**src/rtl/clk_div_sched.sv**
```systemverilog
// Round-robin scheduler sharing one programmable clock-enable divider among N_REQ requesters.
// Grants change only on full divided-period boundaries, so every emitted period is complete.
module clk_div_sched #(
   parameter int N_REQ      = 4,
   parameter int DIV_W      = 31,
   parameter int HOLD_TICKS = 16
) (
   input  logic                   clk_100MHz,
   input  logic                   rst,
   input  logic [N_REQ-1:0]       req,
   input  logic [N_REQ*DIV_W-1:0] div_ratio,
   output logic [N_REQ-1:0]       grant,
   output logic [DIV_W-1:0]       div_active,
   output logic                   tick,
   output logic                   clk_sq,
   output logic                   busy
);
   localparam int IDX_W  = $clog2(N_REQ);
   localparam int HOLD_W = $clog2(HOLD_TICKS + 1);
   localparam logic [HOLD_W-1:0] HOLD_MAX  = HOLD_W'(HOLD_TICKS);
   localparam logic [DIV_W-1:0]  MIN_RATIO = DIV_W'(2);

   typedef enum logic [1:0] {S_IDLE, S_ARB, S_RUN, S_DRAIN} state_e;

   // Handshake: req is a level request with no acknowledge; a requester owns the divider
   // while its grant bit is high and keeps it only as long as it holds req.
   state_e              state_q, state_d;
   logic [IDX_W-1:0]    last_q, last_d;
   logic [IDX_W-1:0]    win_q, win_d;
   logic [DIV_W-1:0]    ratio_q, ratio_d;
   logic [DIV_W-1:0]    cnt_q, cnt_d;
   logic [HOLD_W-1:0]   hold_q, hold_d;
   logic [N_REQ-1:0]    grant_q, grant_d;
   logic [DIV_W-1:0]    div_active_q, div_active_d;
   logic                clk_sq_q, clk_sq_d;

   logic                rr_found;
   logic [IDX_W-1:0]    rr_pick;
   logic [DIV_W-1:0]    pick_ratio;
   logic                period_end;
   logic [HOLD_W-1:0]   hold_inc;
   logic [DIV_W:0]      half_d;

   // Search starts one past the last owner and wraps, giving strict rotation.
   always_comb begin
      rr_found = 1'b0;
      rr_pick  = '0;
      for (int k = 1; k <= N_REQ; k++) begin
         if (!rr_found && req[IDX_W'((int'(last_q) + k) % N_REQ)]) begin
            rr_found = 1'b1;
            rr_pick  = IDX_W'((int'(last_q) + k) % N_REQ);
         end
      end
      pick_ratio = '0;
      for (int i = 0; i < N_REQ; i++) begin
         if (rr_pick == IDX_W'(i)) pick_ratio = div_ratio[i*DIV_W +: DIV_W];
      end
   end

   always_comb begin
      state_d    = state_q;
      last_d     = last_q;
      win_d      = win_q;
      ratio_d    = ratio_q;
      cnt_d      = cnt_q;
      hold_d     = hold_q;
      period_end = (state_q == S_RUN) && (cnt_q == ratio_q - DIV_W'(1));
      hold_inc   = (hold_q == HOLD_MAX) ? hold_q : hold_q + HOLD_W'(1);

      case (state_q)
         S_IDLE: begin
            if (|req) state_d = S_ARB;
         end
         S_ARB: begin
            if (rr_found) begin
               win_d   = rr_pick;
               ratio_d = (pick_ratio < MIN_RATIO) ? MIN_RATIO : pick_ratio;
               cnt_d   = '0;
               hold_d  = '0;
               state_d = S_RUN;
            end else begin
               state_d = S_IDLE;
            end
         end
         S_RUN: begin
            if (period_end) begin
               cnt_d  = '0;
               hold_d = hold_inc;
               if (!(|(req & grant_q)) || ((hold_inc == HOLD_MAX) && (|(req & ~grant_q))))
                  state_d = S_DRAIN;
            end else begin
               cnt_d = cnt_q + DIV_W'(1);
            end
         end
         S_DRAIN: begin
            last_d  = win_q;
            state_d = (|req) ? S_ARB : S_IDLE;
         end
         default: state_d = S_IDLE;
      endcase

      // Registered outputs are derived from the next state so they align with cnt.
      grant_d      = '0;
      div_active_d = '0;
      clk_sq_d     = 1'b0;
      half_d       = ({1'b0, ratio_d} + {{DIV_W{1'b0}}, 1'b1}) >> 1;
      if (state_d == S_RUN) begin
         for (int i = 0; i < N_REQ; i++) grant_d[i] = (win_d == IDX_W'(i));
         div_active_d = ratio_d;
         clk_sq_d     = ({1'b0, cnt_d} < half_d);
      end
   end

   always_ff @(posedge clk_100MHz) begin
      if (rst) begin
         state_q      <= S_IDLE;
         last_q       <= IDX_W'(N_REQ - 1);
         win_q        <= '0;
         ratio_q      <= '0;
         cnt_q        <= '0;
         hold_q       <= '0;
         grant_q      <= '0;
         div_active_q <= '0;
         clk_sq_q     <= 1'b0;
      end else begin
         state_q      <= state_d;
         last_q       <= last_d;
         win_q        <= win_d;
         ratio_q      <= ratio_d;
         cnt_q        <= cnt_d;
         hold_q       <= hold_d;
         grant_q      <= grant_d;
         div_active_q <= div_active_d;
         clk_sq_q     <= clk_sq_d;
      end
   end

   assign grant      = grant_q;
   assign div_active = div_active_q;
   assign clk_sq     = clk_sq_q;
   assign tick       = period_end;
   assign busy       = (state_q != S_IDLE);

endmodule

```
**config.mk**
```make
export PLATFORM = sky130hd
export DESIGN_NAME = clk_div_sched
export DESIGN_NICKNAME = d
export VERILOG_FILES = /design/src/rtl/clk_div_sched.sv
export SDC_FILE = /design/constraint.sdc
export NUM_CORES = 1
export LEC_CHECK = 0
export CAP_MARGIN = 20
export CORE_UTILIZATION = 58
export DETAILED_ROUTE_END_ITERATION = 10
export PLACE_DENSITY = 0.95
export SETUP_SLACK_MARGIN = 0.5
export SYNTH_ARGS = -nofsm -noshare
export SYNTH_HDL_FRONTEND = slang
export SYNTH_SLANG_ARGS = --single-unit
```
**constraint.sdc**
```tcl
create_clock -name clk_100MHz -period 15 [get_ports clk_100MHz]
set_input_delay 3 -clock clk_100MHz [delete_from_list [all_inputs] [get_ports clk_100MHz]]
set_output_delay 3 -clock clk_100MHz [all_outputs]
set_load 0.02 [all_outputs]
```
==> flow_metrics.tcl <==
set metrics [dict create \
    grt_max_degree 65 \
    cp.required_ps 15300 \
    arrival_ps 10640 \
    routabilityCongestion 0.9985 \
    ff2ff_setup_slack_ps 7400 \
    min_path_cells 1 \
    post_cts_buffers 0 \
    setup.worst_path.start_class "input port" \
    drt-pass1-iter-count 10 \
    synthMuxAreaShare_pct 15.62 \
    min_path_type "reg2reg" \
    clk_pin_slew_ps 80 \
    synthToLayoutAreaGrowth_pct 21.00 \
    syn-cell-area_sq_um 8853 \
    hp-start "win_q[0]" \
    fin_skew_ps 10.63 \
    routed_wl_mm 29.48 \
    synth_most_common_cell "mux2i_1" \
    synth_nets 1266 \
    antenna_found_initial 1 \
    synthSimpleGateAreaFrac_pct 23.97 \
    numPortBuffers 167 \
    grt_setup_unrepaired "no" \
    async_reset_ff_share_pct 0 \
    crit_top_cell "a21o_1" \
    fin_crit_ps 10340 \
    ant_nets 0 \
    drt-vias-per-instance 6.736 \
    cts_root_buf "clkbuf_16" \
    synth_area_leaders "dfxtp_1 (25%), mux2i_1 (15%), ha_1 (5.7%)" \
    synthCells 1096 \
    grt_pass1_vias 9100 \
    cpPeakStageDelay_ps 810 \
    critPathKind "in2reg" \
    tritoncts "done" \
    cp_slowest_cell "buf_4" \
    critPathCaptureType "register" \
    seq_area_frac_synth_pct 24.65 \
    io_pins 168 \
    clk_latency_ps 380 \
    nets 1369 \
    synth_ff_type "dfxtp_1" \
    grt-ovfl-total 0 \
    synth_cell_types 75 \
    finalInstanceArea_sq_um 10710 \
    initial_utilization_pct 60.23 \
    die_y_um 125.6 \
    tightest_slew_ps 1097 \
    netlist.area_leader.share_pct 24.65 \
    wl_per_cell_um 21.24 \
    synth-edff-count 0 \
    core_sq_um 14700 \
    synth_compound_area_share_pct 16.49 \
    numClockSinks 109 \
    h-tree-depth 3 \
    drive_gt1_share_pct 3.738 \
    cts_buffers 9 \
    status "complete, but fails checks" \
    max_freq_mhz 96.67 \
    post_synth.cell_area_avg_sq_um 8.078 \
    min_to "last_q[0]" \
    synth_top_family_by_area "simple AND/OR/NAND/NOR gates" \
    fin_ws_ps 4655 \
    worstRegToRegCells 29 \
    cp_num_buf_inv 3 \
    drcViolationCount 6 \
    cts-hold-fix-buffers 0 \
    pre_cts_slack_ps 4604 \
    hpwl_mm 21.68 \
    synthAdderAreaFrac_pct 5.653 \
    place_area_sq_um 10420 \
    post_cts_resized 0 \
    pwr_density_cell_nw_per_um2 86.54 \
    power_leakage_nw 4.007 \
    r2r_end "clk_sq" \
    cp_top_family "compound AO/OA/AOI/OAI gates" \
    ys_seq_elements 109 \
    fin_tns_setup_ps 0 \
    r2r_start "last_q[1]" \
    synthXorXnorAreaFrac_pct 7.815 \
    final-setup-viol-count 0 \
    grt_usage_pct 36.65 \
    max_cap_violations 0 \
    finalHoldViolations 0 \
    ir_worst_vdd_mv 0.1054 \
    diodes 0 \
    yosys.area.top_type "dfxtp_1" \
    finalCritPeriodShare_pct 68.97 \
    relSlewSlack_pct 26.85 \
    dieArea_sq_um 15760 \
    rows 44 \
    synthTopCellsByCount "mux2i_1 (137), nor2_1 (114), dfxtp_1 (109), nand2_1 (77), a21oi_1 (63)" \
    die_w_um 125.6 \
    grt_pass1_wl_mm 45.82 \
    violations "design-rule violations" \
    vias 9349 \
    drt-initial-drc-count 1094 \
    crit_fanout 64 \
    slew_violations 0 \
    ys.warnings.count 0 \
    cts_buffer_depth 2 \
]
logic make-up after synthesis:
logic type | after synthesis
compound gates | 211
xor+xnor | 79
buf+inv | 108
mux | 138
fa+ha+maj | 40
flops | 109
simple gates | 411
final cells by class:
class | count | area (sq um)
multi-input cells | 879 | 6190
fillers | 969 | 3986
flip-flops and latches | 109 | 2182
repair buffers | 175 | 1727
well taps | 184 | 230.2
clock buffers | 9 | 225.2
inverters | 25 | 93.84
clock inverters | 7 | 65.06
metrics by stage:
stage | hold slack (ps) | std cells | util (%) | power [W]
after floorplan | 459.4 | 1096 | - | 0.0005642
after global placement | 490.7 | 1372 | 70.91 | 0.0006567
after detailed placement | 507.0 | 1372 | 70.91 | 0.0006701
after CTS | 530.6 | 1388 | 72.88 | 0.0009118
after global routing | 541.4 | 1388 | 72.88 | 0.0009572
final | 540.1 | 1388 | 72.88 | 0.0009271
flip-flops by register name, indices dropped and copies added (netlist names):
register    cells
ratio_q        31
win_q           2
clk_sq          1
cnt_q          31
hold_q          5
grant           4
last_q          2
div_active     31
state_q         2
metal layers:
layer	wire, um	vias to the layer above	GRT usage (%)
met5	12	-	0
met4	1875	2	21.52
met3	2919	198	11.17
met2	14070	612	62.78
met1	10600	4343	39.96
li1	-	4194	-
worst reg2reg max path, delay by kind of cell, from the launching register on:
family | cells | cell delay [ps]
and+or+nand+nor | 8 | 2250
xor gates and xnor gates | 1 | 170
DFF | 1 | 460
AOI/OAI and AO/OA | 14 | 2590
buffers and inverters | 2 | 910
adders and majority gates | 2 | 530
muxes | 2 | 600
report_power, final:
part	leakage [nW]	switching [W]	internal (W)	total [W]
clock	0.146	0.000127	0.000117	0.000244
combinational	2.98	0.000209	0.000147	0.000356
sequential	0.883	0.0000260	0.000301	0.000327
total	4.01	0.000362	0.000565	0.000927
cells in the final DEF (no fill, tap or decap), drive strengths merged, types with 4 or more instances in the layout:
cell type / n
a211o: 4
a211oi: 7
a21o: 21
a21oi: 65
a22o: 15
a31oi: 26
a41oi: 5
and2: 4
and3: 24
and4: 4
buf: 9
clkbuf: 9
clkdlybuf4s50: 166
dfxtp: 109
ha: 40
inv: 29
mux2i: 137
nand2: 77
nand2b: 11
nand3: 58
nand3b: 6
nand4: 27
nor2: 114
nor2b: 18
nor3: 19
nor3b: 5
nor4: 23
o211ai: 4
o21ai: 26
o22ai: 4
or3: 7
or4: 6
xnor2: 54
xor2: 25
worst max-delay path by stage:
stage                 from     end  slack, ps  cells past startpoint
global placement    req[0]  clk_sq       5160                     30
global route        req[0]  clk_sq       4360                     30
finish              req[0]  clk_sq       4660                     30
floorplan           req[0]  clk_sq       6500                     32
CTS                 req[0]  clk_sq       4890                     30
detailed placement  req[0]  clk_sq       4600                     30
Power figures use the tool's default switching activity.
